## src/rtl/uartrx_pkg.sv

```systemverilog
// Shared types and constants for the uartrx FIFO controller slice.
// Latency: n/a (declarations only).
// Backpressure: n/a.
package uartrx_pkg;

    localparam int DataWidth = 8;

    // Receiver handshake sequencer states.
    typedef enum logic [1:0] {
        Idle    = 2'd0,
        Arm     = 2'd1,
        Release = 2'd2
    } uartrx_ctrl_state_e;

    // Saturating increment for the 8-bit overrun counter.
    function automatic logic [7:0] sat_inc8(input logic [7:0] val);
        return (val == 8'hFF) ? val : val + 8'd1;
    endfunction

endpackage

```

## src/rtl/uart_byte_fifo.sv

```systemverilog
// Synchronous byte FIFO with registered storage and extended-pointer full/empty detection.
// Latency: push at edge T is visible on o_pop_dat/!o_empty after T; no bypass path.
// Backpressure: push is ignored when full unless a pop happens in the same cycle; pop ignored when empty.
//
// Ports:
//   clk, rst        clock, asynchronous active-high reset
//   i_push/_dat     write request and byte
//   i_pop           advance read pointer (head consumed)
//   o_pop_dat       head byte (0 after reset)
//   o_full/o_empty  occupancy flags
//   o_level         occupancy 0..Depth
module uart_byte_fifo
    import uartrx_pkg::*;
#(
    parameter int Depth = 16
)
(
    input  logic                 clk,
    input  logic                 rst,
    input  logic                 i_push,
    input  logic [DataWidth-1:0] i_push_dat,
    input  logic                 i_pop,
    output logic [DataWidth-1:0] o_pop_dat,
    output logic                 o_full,
    output logic                 o_empty,
    output logic [$clog2(Depth):0] o_level
);

    localparam int AW = $clog2(Depth);
    localparam int PW = AW + 1;

    logic [PW-1:0]        r_wr_ptr;
    logic [PW-1:0]        r_rd_ptr;
    logic [DataWidth-1:0] r_mem [Depth];
    logic                 w_do_push;
    logic                 w_do_pop;

    // Pointers carry one extra wrap bit: equal means empty, differing only in the MSB means full.
    assign o_empty   = (r_wr_ptr == r_rd_ptr);
    assign o_full    = ((r_wr_ptr ^ r_rd_ptr) == PW'(Depth));
    assign o_level   = r_wr_ptr - r_rd_ptr;
    assign o_pop_dat = r_mem[r_rd_ptr[AW-1:0]];

    assign w_do_pop  = i_pop && !o_empty;
    // When full, the slot being written is the one being popped this cycle.
    assign w_do_push = i_push && (!o_full || w_do_pop);

    always_ff @(posedge clk or posedge rst) begin
        if (rst) begin
            r_wr_ptr <= '0;
            r_rd_ptr <= '0;
            for (int i = 0; i < Depth; i++) begin
                r_mem[i] <= '0;
            end
        end else begin
            if (w_do_push) begin
                r_mem[r_wr_ptr[AW-1:0]] <= i_push_dat;
                r_wr_ptr                <= r_wr_ptr + PW'(1);
            end
            if (w_do_pop) begin
                r_rd_ptr <= r_rd_ptr + PW'(1);
            end
        end
    end

endmodule

```

## src/rtl/uartrx_fifo_ctrl.sv

```systemverilog
// Sequences the uartrx go/dr handshake, buffers received bytes in a FIFO, counts dropped bytes.
// Latency: urx_dr sampled at edge T -> byte at FIFO head with rd_valid=1 after T.
// Backpressure: full FIFO drops the byte and counts an overrun, or (StallWhenFull=1) holds urx_go low.
//
// Ports:
//   clk, rst            clock, asynchronous active-high reset
//   enable              arm the receiver
//   urx_go/urx_dr/urx_data  handshake with uartrx
//   rd_data/rd_valid/rd_ready  valid/ready read port (pop on valid && ready)
//   level               FIFO occupancy
//   overrun_cnt         saturating dropped-byte count; clear_overrun zeroes it
module uartrx_fifo_ctrl
    import uartrx_pkg::*;
#(
    parameter int Depth         = 16,
    parameter bit StallWhenFull = 1'b0
)
(
    input  logic                   clk,
    input  logic                   rst,
    input  logic                   enable,
    output logic                   urx_go,
    input  logic [DataWidth-1:0]   urx_data,
    input  logic                   urx_dr,
    output logic [DataWidth-1:0]   rd_data,
    output logic                   rd_valid,
    input  logic                   rd_ready,
    output logic [$clog2(Depth):0] level,
    output logic [7:0]             overrun_cnt,
    input  logic                   clear_overrun
);

    uartrx_ctrl_state_e r_state;
    uartrx_ctrl_state_e w_state_nxt;
    logic               w_full;
    logic               w_empty;
    logic               w_capture;
    logic               w_pop;
    logic               w_push;
    logic               w_drop;
    logic [7:0]         r_overrun_cnt;

    assign rd_valid    = !w_empty;
    assign w_pop       = rd_valid && rd_ready;
    // A byte is only taken while go is high; dr in other states belongs to a discarded frame.
    assign w_capture   = (r_state == Arm) && urx_dr;
    assign w_push      = w_capture && (!w_full || w_pop);
    assign w_drop      = w_capture && !w_push;
    assign overrun_cnt = r_overrun_cnt;

    always_ff @(posedge clk or posedge rst) begin
        if (rst) begin
            r_state <= Idle;
        end else begin
            r_state <= w_state_nxt;
        end
    end

    always_comb begin
        w_state_nxt = r_state;
        urx_go      = 1'b0;
        case (r_state)
            Idle: begin
                // Waiting for dr low guarantees the previous frame's flag has cleared.
                if (enable && (!StallWhenFull || !w_full) && !urx_dr) begin
                    w_state_nxt = Arm;
                end
            end
            Arm: begin
                urx_go = 1'b1;
                if (urx_dr) begin
                    w_state_nxt = Release;
                end else if (!enable || (StallWhenFull && w_full)) begin
                    w_state_nxt = Idle;
                end
            end
            Release: begin
                if (!urx_dr) begin
                    w_state_nxt = Idle;
                end
            end
            default: begin
                w_state_nxt = Idle;
            end
        endcase
    end

    always_ff @(posedge clk or posedge rst) begin
        if (rst) begin
            r_overrun_cnt <= '0;
        end else if (clear_overrun) begin
            r_overrun_cnt <= '0;
        end else if (w_drop) begin
            r_overrun_cnt <= sat_inc8(r_overrun_cnt);
        end
    end

    uart_byte_fifo #(
        .Depth (Depth)
    ) u_fifo (
        .clk        (clk),
        .rst        (rst),
        .i_push     (w_push),
        .i_push_dat (urx_data),
        .i_pop      (w_pop),
        .o_pop_dat  (rd_data),
        .o_full     (w_full),
        .o_empty    (w_empty),
        .o_level    (level)
    );

endmodule

```

## config.mk

```make
export PLATFORM = sky130hd
export DESIGN_NAME = uartrx_fifo_ctrl
export DESIGN_NICKNAME = d
export VERILOG_FILES = /design/src/rtl/uartrx_pkg.sv /design/src/rtl/uart_byte_fifo.sv /design/src/rtl/uartrx_fifo_ctrl.sv
export SDC_FILE = /design/constraint.sdc
export NUM_CORES = 1
export LEC_CHECK = 0
export CORE_AREA = 5 5 95 185
export DETAILED_ROUTE_END_ITERATION = 10
export DIE_AREA = 0 0 100 190
export GPL_TIMING_DRIVEN = 0
export PLACE_DENSITY = 0.72
export SETUP_SLACK_MARGIN = 0.3
export SKIP_LAST_GASP = 1
export SLEW_MARGIN = 20
export SYNTH_ARGS = -nofsm -noshare
export SYNTH_HDL_FRONTEND = slang
export SYNTH_SLANG_ARGS = --single-unit
```

## constraint.sdc

```tcl
create_clock -name clk -period 6.7 [get_ports clk]
set_input_delay 1.005 -clock clk [delete_from_list [all_inputs] [get_ports clk]]
set_output_delay 1.005 -clock clk [all_outputs]
set_load 0.02 [all_outputs]
```

### After elaboration in Yosys (flattened, before gate mapping)

Cells that the tools add are included.

| word-level totals | value |
|---|---|
| register bits after elaboration | 148 |
| input bits | 14 |
| word-level logic and storage cells | 72 |

| cells by class | value |
|---|---|
| $add $sub $neg | 4 |
| order comparisons | 3 |
| equal/unequal tests | 9 |
| multiplexer cells | 15 |
| bitwise logic cells | 3 |
| reductions and logical operators | 18 |

Operators by type and width:

| operator | number |
|---|---|
| 128-bit bitwise mux | 1 |
| 8-bit 2-to-1 mux | 6 |
| 8-bit binary-select mux with 4-bit select | 1 |
| 8-bit demux with 4-bit select | 1 |
| 5-bit by 1-bit adder with 5-bit output, second input constant | 2 |
| 5-bit greater-or-equal comparator, second input constant | 2 |
| 4-bit inverter with 5-bit output | 2 |
| 8-bit by 1-bit adder with 8-bit output, second input constant | 1 |
| 8-bit == test, second input constant | 1 |
| 1-bit logical AND | 8 |
| 2-bit 2-to-1 mux | 4 |
| 2-bit inequality test, second input constant | 3 |
| 2-bit case mux with 3 select lines | 1 |
| 5-bit == test | 1 |
| 5-bit == test, second input constant | 1 |
| 5-bit by 1-bit < comparator with 1-bit output, second input constant | 1 |
| 5-bit subtractor | 1 |
| 5-bit bitwise XOR | 1 |
| 1-bit zero test | 4 |
| 3-bit inequality test, second input constant | 1 |
| 3-bit AND reduction | 1 |
| 2-bit by 1-bit == test with 1-bit output, second input constant | 1 |
| 2-bit == test, second input constant | 1 |
| 2-bit zero test | 1 |
| other kinds (4) | 5 |

### Logic depth before layout (Yosys ltp)

Gate-level depths: netlist of the first run.

| depth | value |
|---|---|
| depth in word-level cells | 9 |
| mapped depth | 9 |
| mapped depth without buffers | 7 |

### By module

From an unflattened synthesis of the first run, not the netlist that was laid out.

| unflattened totals | value |
|---|---|
| cells, all modules | 501 |
| area total of the unflattened synthesis | 7171.9 µm² |

By module, submodules not included:

| module | times used | cells each | area an instance (µm²) | seq. area each (µm²) |
|---|---|---|---|---|
| uart_byte_fifo | 1 | 441 | 6586.3 | 3453.3 |
| uartrx_fifo_ctrl | 1 | 60 | 585.6 | 250.2 |

### Least setup slack after synthesis of the first run

No wires, ideal clock.

| timing path | value |
|---|---|
| path kind | register to output |
| from | register u_fifo.r_rd_ptr[0] |
| to | output rd_data[5] |
| arrival | 2.037 ns |
| setup slack | 3.658 ns |
| cell stages (with the launch flop) | 6 |
| path buffers | 2 |
| cell sequence | dfrtp_1 -> clkbuf_1 -> buf_1 -> mux4_2 -> a22oi_1 -> nand2_1 |

| between the ends | value |
|---|---|
| longest elaborated chain between the ends | 4 |

RTL lines:

| element | line | source |
|---|---|---|
| start, declared | uart_byte_fifo.sv:33 | `logic [PW-1:0] r_rd_ptr;` |
| start signal, assigned | uart_byte_fifo.sv:61 | `r_rd_ptr <= r_rd_ptr + PW'(1);` |
| 4-bit inverter with 5-bit output (not written as such) | uart_byte_fifo.sv:42 | `assign o_pop_dat = r_mem[r_rd_ptr[AW-1:0]];` |
| 8-bit binary-select mux with 4-bit select | uart_byte_fifo.sv:42 |  |
| 8-bit 2-to-1 mux (not written as such) (2 in series) | uart_byte_fifo.sv:42 |  |
| end, declared | uartrx_fifo_ctrl.sv:25 | `output logic [DataWidth-1:0] rd_data,` |

Every way passes these cells. The select of a mux whose other input is x is not followed.

### Worst setup path in the final report of the first run

| timing path | value |
|---|---|
| from | register u_fifo.r_rd_ptr[0] |
| to | output rd_data[4] |

The elaborated chain is that of the path after synthesis.

==> reports/results.ini, run 1 <==
[detailed_routing]
dr.pass1.iters = 4
first_iter_violations = 171
drc = 0
antenna_left = 0
detail_route.wl_per_cell_um = 19.3
drt_wl_total_mm = 14.4
via_count = 4107
via_per_inst = 5.51

[clock_tree]
post-cts-setup-buffers = 0
path_clk_slew_ns = 0.06
cts-hold-fix-buffers = 0
clock_sinks = 148
cts_tree = done
ctsHtreeMaxLevel = 4
clockRootBuffer = clkbuf_16
worstSkewPairLatency_ns = 0.42
cts_inserted_buffers = 17
cts-resized-gates = 0
clockBufferDepth = 2

[placement]
portBuffers = 34
place_congestion = 0.865
dp_hpwl_mm = 10.0
post_dp_cell_area_mm2 = 0.00760

[sta]
hold_violations = 0
rsz0062_at_grt = false
finalCriticalPeriod_ns = 4.31
fin_setup_tns_ns = 0
fin_skew_ns = 0.0102
fin_hold_ws_ns = 0.477
fin_crit_sh_pct = 64.4
fmax_ghz = 0.232
drv_slew = 0
setup_violations = 0
max_slew_margin_pct = 34.3
tightest_slew_ns = 0.970

[synthesis]
synth_nets = 501
synth_cell_type_count = 41
postSynthAreaPerCell_um2 = 14.6
syn-cell-area_mm2 = 0.00697
synth_enable_flop_cells = 0
ys_seq_elements = 148
ys.flop_type = dfrtp_1
async_flop_share_pct = 100
synth_warnings = 0
ys_seq_area_share_pct = 53.1
syn_inst = 476

[layout]
layout-drive-gt1-share_pct = 40.0
num-fill-cells = 1357
layout_common_cells = dfrtp_1, mux2_2, clkdlybuf4s50_1, mux4_2, clkbuf_1
diodes = 0
final_area_mm2 = 0.00822
syn2layout_area_growth_pct = 17.9
layout.nets = 555
layout_commonest_cell = dfrtp_1
seq_area_mm2 = 0.00370
multi_input_area_mm2 = 0.00312

[floorplan]
core_mm2 = 0.0161
die-area_mm2 = 0.0190
num_rows = 66
ios = 37
die_h_um = 190
initial_utilization_pct = 43.3
die_w_um = 100

[critical_path]
cp.arrival_ns = 3.31
critPathMaxStageDelay_ns = 0.66
cp_slowest_cell = buf_1
cp-end-kind = primary output
cp_max_fo = 10
cp_top_family = buffers and inverters
path_cells = clkbuf_1 > buf_1 > mux4_2 > a22oi_1 > nand2_1 > clkdlybuf4s50_1
required_ns = 5.69
worst-path-buf-inv = 3
start_kind = flop
critPathKind = flop to primary output

[pwr]
p_per_area_mw_per_mm2 = 419
finalPower_uw = 3440
ir_drop_mv = 0.202
p_leak_uw = 0.00370

[grt]
grt_max_degree = 107
antenna_found_initial = 0
grt_overflow = 0
grt_pass1_vias = 4422
grt_util_all_layers_pct = 16.4
grt_pass1_wl_mm = 24.2

[outcome]
status = finished clean

[min_path]
hold_class = flop to flop

[flow_run]
cap_violations = 0

power breakdown:
group	switching [uW]	internal, uW
combinational	593	608
clock	396	598
sequential	125	1120
total	1110	2330
flip-flops by register name, indices dropped and copies added, names as in the netlist:
signal           cells
r_state              2
u_fifo.r_wr_ptr      5
overrun_cnt          8
u_fifo.r_rd_ptr      5
u_fifo.r_mem       128
synthesized netlist by cell type (3+ instances only):
cell        n  area, um^2
inv_1      11        41.3
o21ai_0     3        15.0
xnor2_1     9        78.8
nand3_1     5        25.0
dfrtp_1   148        3700
mux4_2     32         721
o31ai_1     6        45.0
or4_1       4        30.0
buf_1       3        11.3
clkbuf_1   18        67.6
nand2_1    12        45.0
nor2_1      8        30.0
nand4_1     4        25.0
nor2_2     12        75.1
and4_1      3        26.3
nor2b_1     3        18.8
a21oi_1     9        45.0
nor3_2      3        30.0
a22oi_1    16         120
xor2_1      3        26.3
ha_1       10         125
mux2_2    130        1460
logic make-up (layout without fill, tap and decap cells):
| logic type | after synthesis | in the layout | synth area share [%] |
|---|---|---|---|
| AO/OA/AOI/OAI | 42 | 42 | 4.27 |
| XOR/XNOR | 12 | 12 | 1.51 |
| adder cells (fa/ha/maj) | 11 | 11 | 2.08 |
| buffers and inverters | 36 | 102 | 2.10 |
| flip-flops | 148 | 148 | 53.1 |
| multiplexers | 162 | 162 | 31.3 |
| AND/OR/NAND/NOR | 65 | 65 | 5.60 |
per-layer routing:
layer	GRT usage (%)	share of wire, %
met4	6.07	1.5
met5	0	0
met2	26.2	51
met3	3.08	3.1
met1	22.4	45
area by class of cell:
cell class	instances	area share, %
plain buffers	25	1.28
clock buffers	17	5.18
clock inverters	14	2.33
inverters	11	0.594
multi-input cells	292	38.0
flip-flops and latches	148	45.1
well taps	204	3.11
repair buffers	35	4.47
through the flow:
stage               worst slack, ns  std cells  util, %
finish                         2.39        746     51.0
global route                   2.11        746     51.0
CTS                            2.31        746     51.0
detailed placement             2.73        715     47.2
global placement             -0.302        714     47.0
floorplan                      1.72        476        -
path summary, 6_finish.rpt:
path	startpoint	to	slack, ns	cells past startpoint
max in group asynchronous	rst	u_fifo.r_mem[38]	4.93	3
worst max-delay path	u_fifo.r_rd_ptr[0]	rd_data[4]	2.39	6
worst max register to register	u_fifo.r_rd_ptr[1]	u_fifo.r_mem[41]	2.92	8
worst min register to register	r_state[1]	r_state[0]	0.48	1
worst min-delay path	r_state[1]	r_state[0]	0.48	1
min in group asynchronous	rst	r_state[1]	0.97	2
worst register-to-register path, cell delays in order (launching register included):
cell,delay (ns)
dfrtp_1,0.41
clkbuf_1,0.34
clkbuf_1,0.50
inv_1,0.15
ha_1,0.35
nand4_1,0.30
o311ai_1,0.94
nor2_2,0.32
mux2_2,0.36
Note: power is estimated with default switching activity, not from simulation.
==> run 2, diff against run 1 <==
--- a/config.mk
+++ b/config.mk
@@ -9,7 +9,7 @@
 export DETAILED_ROUTE_END_ITERATION = 10
 export DIE_AREA = 0 0 100 190
 export GPL_TIMING_DRIVEN = 0
-export PLACE_DENSITY = 0.72
+export PLACE_DENSITY = 0.75
 export SETUP_SLACK_MARGIN = 0.3
 export SKIP_LAST_GASP = 1
 export SLEW_MARGIN = 20
==> constraint.sdc (replaced) <==
create_clock -name clk -period 3.9 [get_ports clk]
set_input_delay 0.585 -clock clk [delete_from_list [all_inputs] [get_ports clk]]
set_output_delay 0.585 -clock clk [all_outputs]
set_load 0.02 [all_outputs]
==> run 2 against run 1 <==
Non-clock buffer count grew 3. Largest power group unchanged. Register-to-register slack lost 2.3 ns. Setup slack lost 1.9 ns. Total power grew 73%. Sequential share of layout area shrank 0.35 points. Die area is the same. Sequential power grew 72%. Flip-flop and latch count is the same. Via count grew 1.6%. Cell count grew 0.54%. Clock power grew 73%. Critical endpoint is now level[3]. Routed wire length grew 1.3%.
==> reports/results.ini, run 2 (same netlist as run 1, synthesis figures left out) <==
[clock_tree]
post-cts-setup-buffers = 0  ; unchanged
cts_tree = done
cts-hold-fix-buffers = 0  ; unchanged
ctsHtreeMaxLevel = 4  ; unchanged
clock_sinks = 148  ; unchanged
cts_inserted_buffers = 17  ; unchanged
worstSkewPairLatency_ns = 0.41  ; about the same
path_clk_slew_ns = 0.06  ; about the same
clockRootBuffer = clkbuf_16
clockBufferDepth = 2  ; unchanged

[sta]
fmax_ghz = 0.290
fin_setup_tns_ns = 0  ; unchanged
max_slew_margin_pct = 33.5  ; -0.82 points
drv_slew = 0  ; unchanged
finalCriticalPeriod_ns = 3.45
fin_crit_sh_pct = 88.4
hold_violations = 0  ; unchanged
fin_skew_ns = 0.00864  ; -0.00161 ns
setup_violations = 0  ; unchanged
rsz0062_at_grt = false
worst_slack_ns = 0.452  ; -1.94 ns
tightest_slew_ns = 0.982  ; +0.0121 ns

[detailed_routing]
dr.pass1.iters = 4  ; unchanged
via_count = 4174  ; +1.6%
drc = 0  ; unchanged
via_per_inst = 5.57  ; +1.1%
drt_wl_total_mm = 14.6  ; +1.3%
first_iter_violations = 137  ; -20%
antenna_left = 0  ; unchanged
detail_route.wl_per_cell_um = 19.5  ; +0.78%

[layout]
seq_area_mm2 = 0.00370  ; unchanged
syn2layout_area_growth_pct = 18.8
layout-drive-gt1-share_pct = 41.4  ; +1.4 points
layout_commonest_cell = dfrtp_1
diodes = 0  ; unchanged
num-fill-cells = 1317  ; -2.9%
layout_common_cells = dfrtp_1, mux2_2, clkdlybuf4s50_1, mux4_2, clkbuf_16
largest_register_ffs = 128  ; unchanged
largest-register = u_fifo.r_mem
layout.nets = 558  ; +0.54%
multi_input_area_mm2 = 0.00312  ; unchanged

[placement]
portBuffers = 34  ; unchanged
dp_hpwl_mm = 10.2  ; +1.9%
place_ws_ns = 0.0561  ; -2.68 ns
place_congestion = 0.845  ; -2.2%

[min_path]
hold_start = r_state[1]
hold_class = flop to flop

[grt]
grt_util_all_layers_pct = 16.4  ; about the same
grt_overflow = 0  ; unchanged
antenna_found_initial = 0  ; unchanged
grt_pass1_wl_mm = 24.4  ; +0.83%
grt_pass1_vias = 4412  ; -0.23%
grt_max_degree = 35  ; -67%

[floorplan]
ios = 37  ; unchanged
die_h_um = 190  ; unchanged
core_mm2 = 0.0161  ; unchanged
initial_utilization_pct = 43.3  ; unchanged
num_rows = 66  ; unchanged
die_w_um = 100  ; unchanged
die-area_mm2 = 0.0190  ; unchanged

[flow_run]
cap_violations = 0  ; unchanged

[critical_path]
critPathLaunch = u_fifo.r_rd_ptr[1]
critPathKind = flop to primary output
required_ns = 3.31  ; -2.38 ns
cp_top_family = buffers and inverters
worst-path-buf-inv = 4  ; +1
path_cells = buf_2 > clkbuf_4 > inv_1 > ha_1 > a21o_1 > a21oi_1 > xnor2_1 > clkdlybuf4s50_1
critPathMaxStageDelay_ns = 0.62  ; -0.04 ns
cp-end-kind = primary output
cp_max_fo = 10  ; unchanged
r2r-start = u_fifo.r_rd_ptr[1]
cp_slowest_cell = clkdlybuf4s50_1
start_kind = flop
cp.arrival_ns = 2.86  ; -0.45 ns

[outcome]
status = finished clean

[pwr]
p_per_area_mw_per_mm2 = 720  ; +72%
p_leak_uw = 0.00374  ; +1.0%
ir_drop_mv = 0.450  ; +120%

==> run 2: cell types whose count changed in the layout (fill, tap and decap cells not counted), sizes merged <==
cell | previous run | this run
buf | 7 | 11
clkinv | 0 | 1
clkinvlp | 2 | 3
inv | 20 | 18
==> run 2: power breakdown <==
part	total, uW	internal, uW	switching (uW)	leakage (uW)
Combinational	2090	1060	1030	0.00144
Clock	1720	1030	689	0.000297
Sequential	2150	1930	228	0.00199
Total	5970	4020	1950	0.00374
==> run 2: metrics by stage <==
step	std cells	total power (uW)	instance area, um^2	util, %	hold WS (ns)
floorplan	476	3570	6980	-	0.433
global placement	714	4190	7570	47.0	0.451
detailed placement	718	4270	7650	47.5	0.474
CTS	750	6020	8280	51.4	0.482
global route	750	6280	8290	51.5	0.514
finish	750	5970	8290	51.5	0.477
==> run 2: final cells by class <==
class	instances	area share (%)
clock buffers	18	5.18
inverters	11	0.544
clock inverters	14	2.28
well taps	204	3.08
multi-input cells	292	37.7
repair buffers	38	5.07
plain buffers	25	1.45
flip-flops and latches	148	44.7
==> run 2: metal layers <==
metal	up-vias	GRT usage, %	routed length (um)
li1	1897	-	-
met1	2178	22.2	6270
met2	82	27.0	7570
met3	17	3.01	549
met4	0	4.88	207
met5	-	0	0
==> run 2: final timing paths <==
| check | end | slack, ns | cells past startpoint |
|---|---|---|---|
| worst max-delay path | level[3] | 0.45 | 8 |
| worst min-delay path | r_state[0] | 0.48 | 1 |
| worst max register to register | u_fifo.r_mem[79] | 0.59 | 8 |
| worst min register to register | r_state[0] | 0.48 | 1 |
| max in group asynchronous | u_fifo.r_mem[22] | 2.22 | 5 |
| min in group asynchronous | u_fifo.r_wr_ptr[2] | 0.63 | 2 |
==> run 2: what timing repair did <==
item,4_1_cts,5_1_grt
cloned,0,0
resized for setup,7,6
setup endpoints to repair,98,32
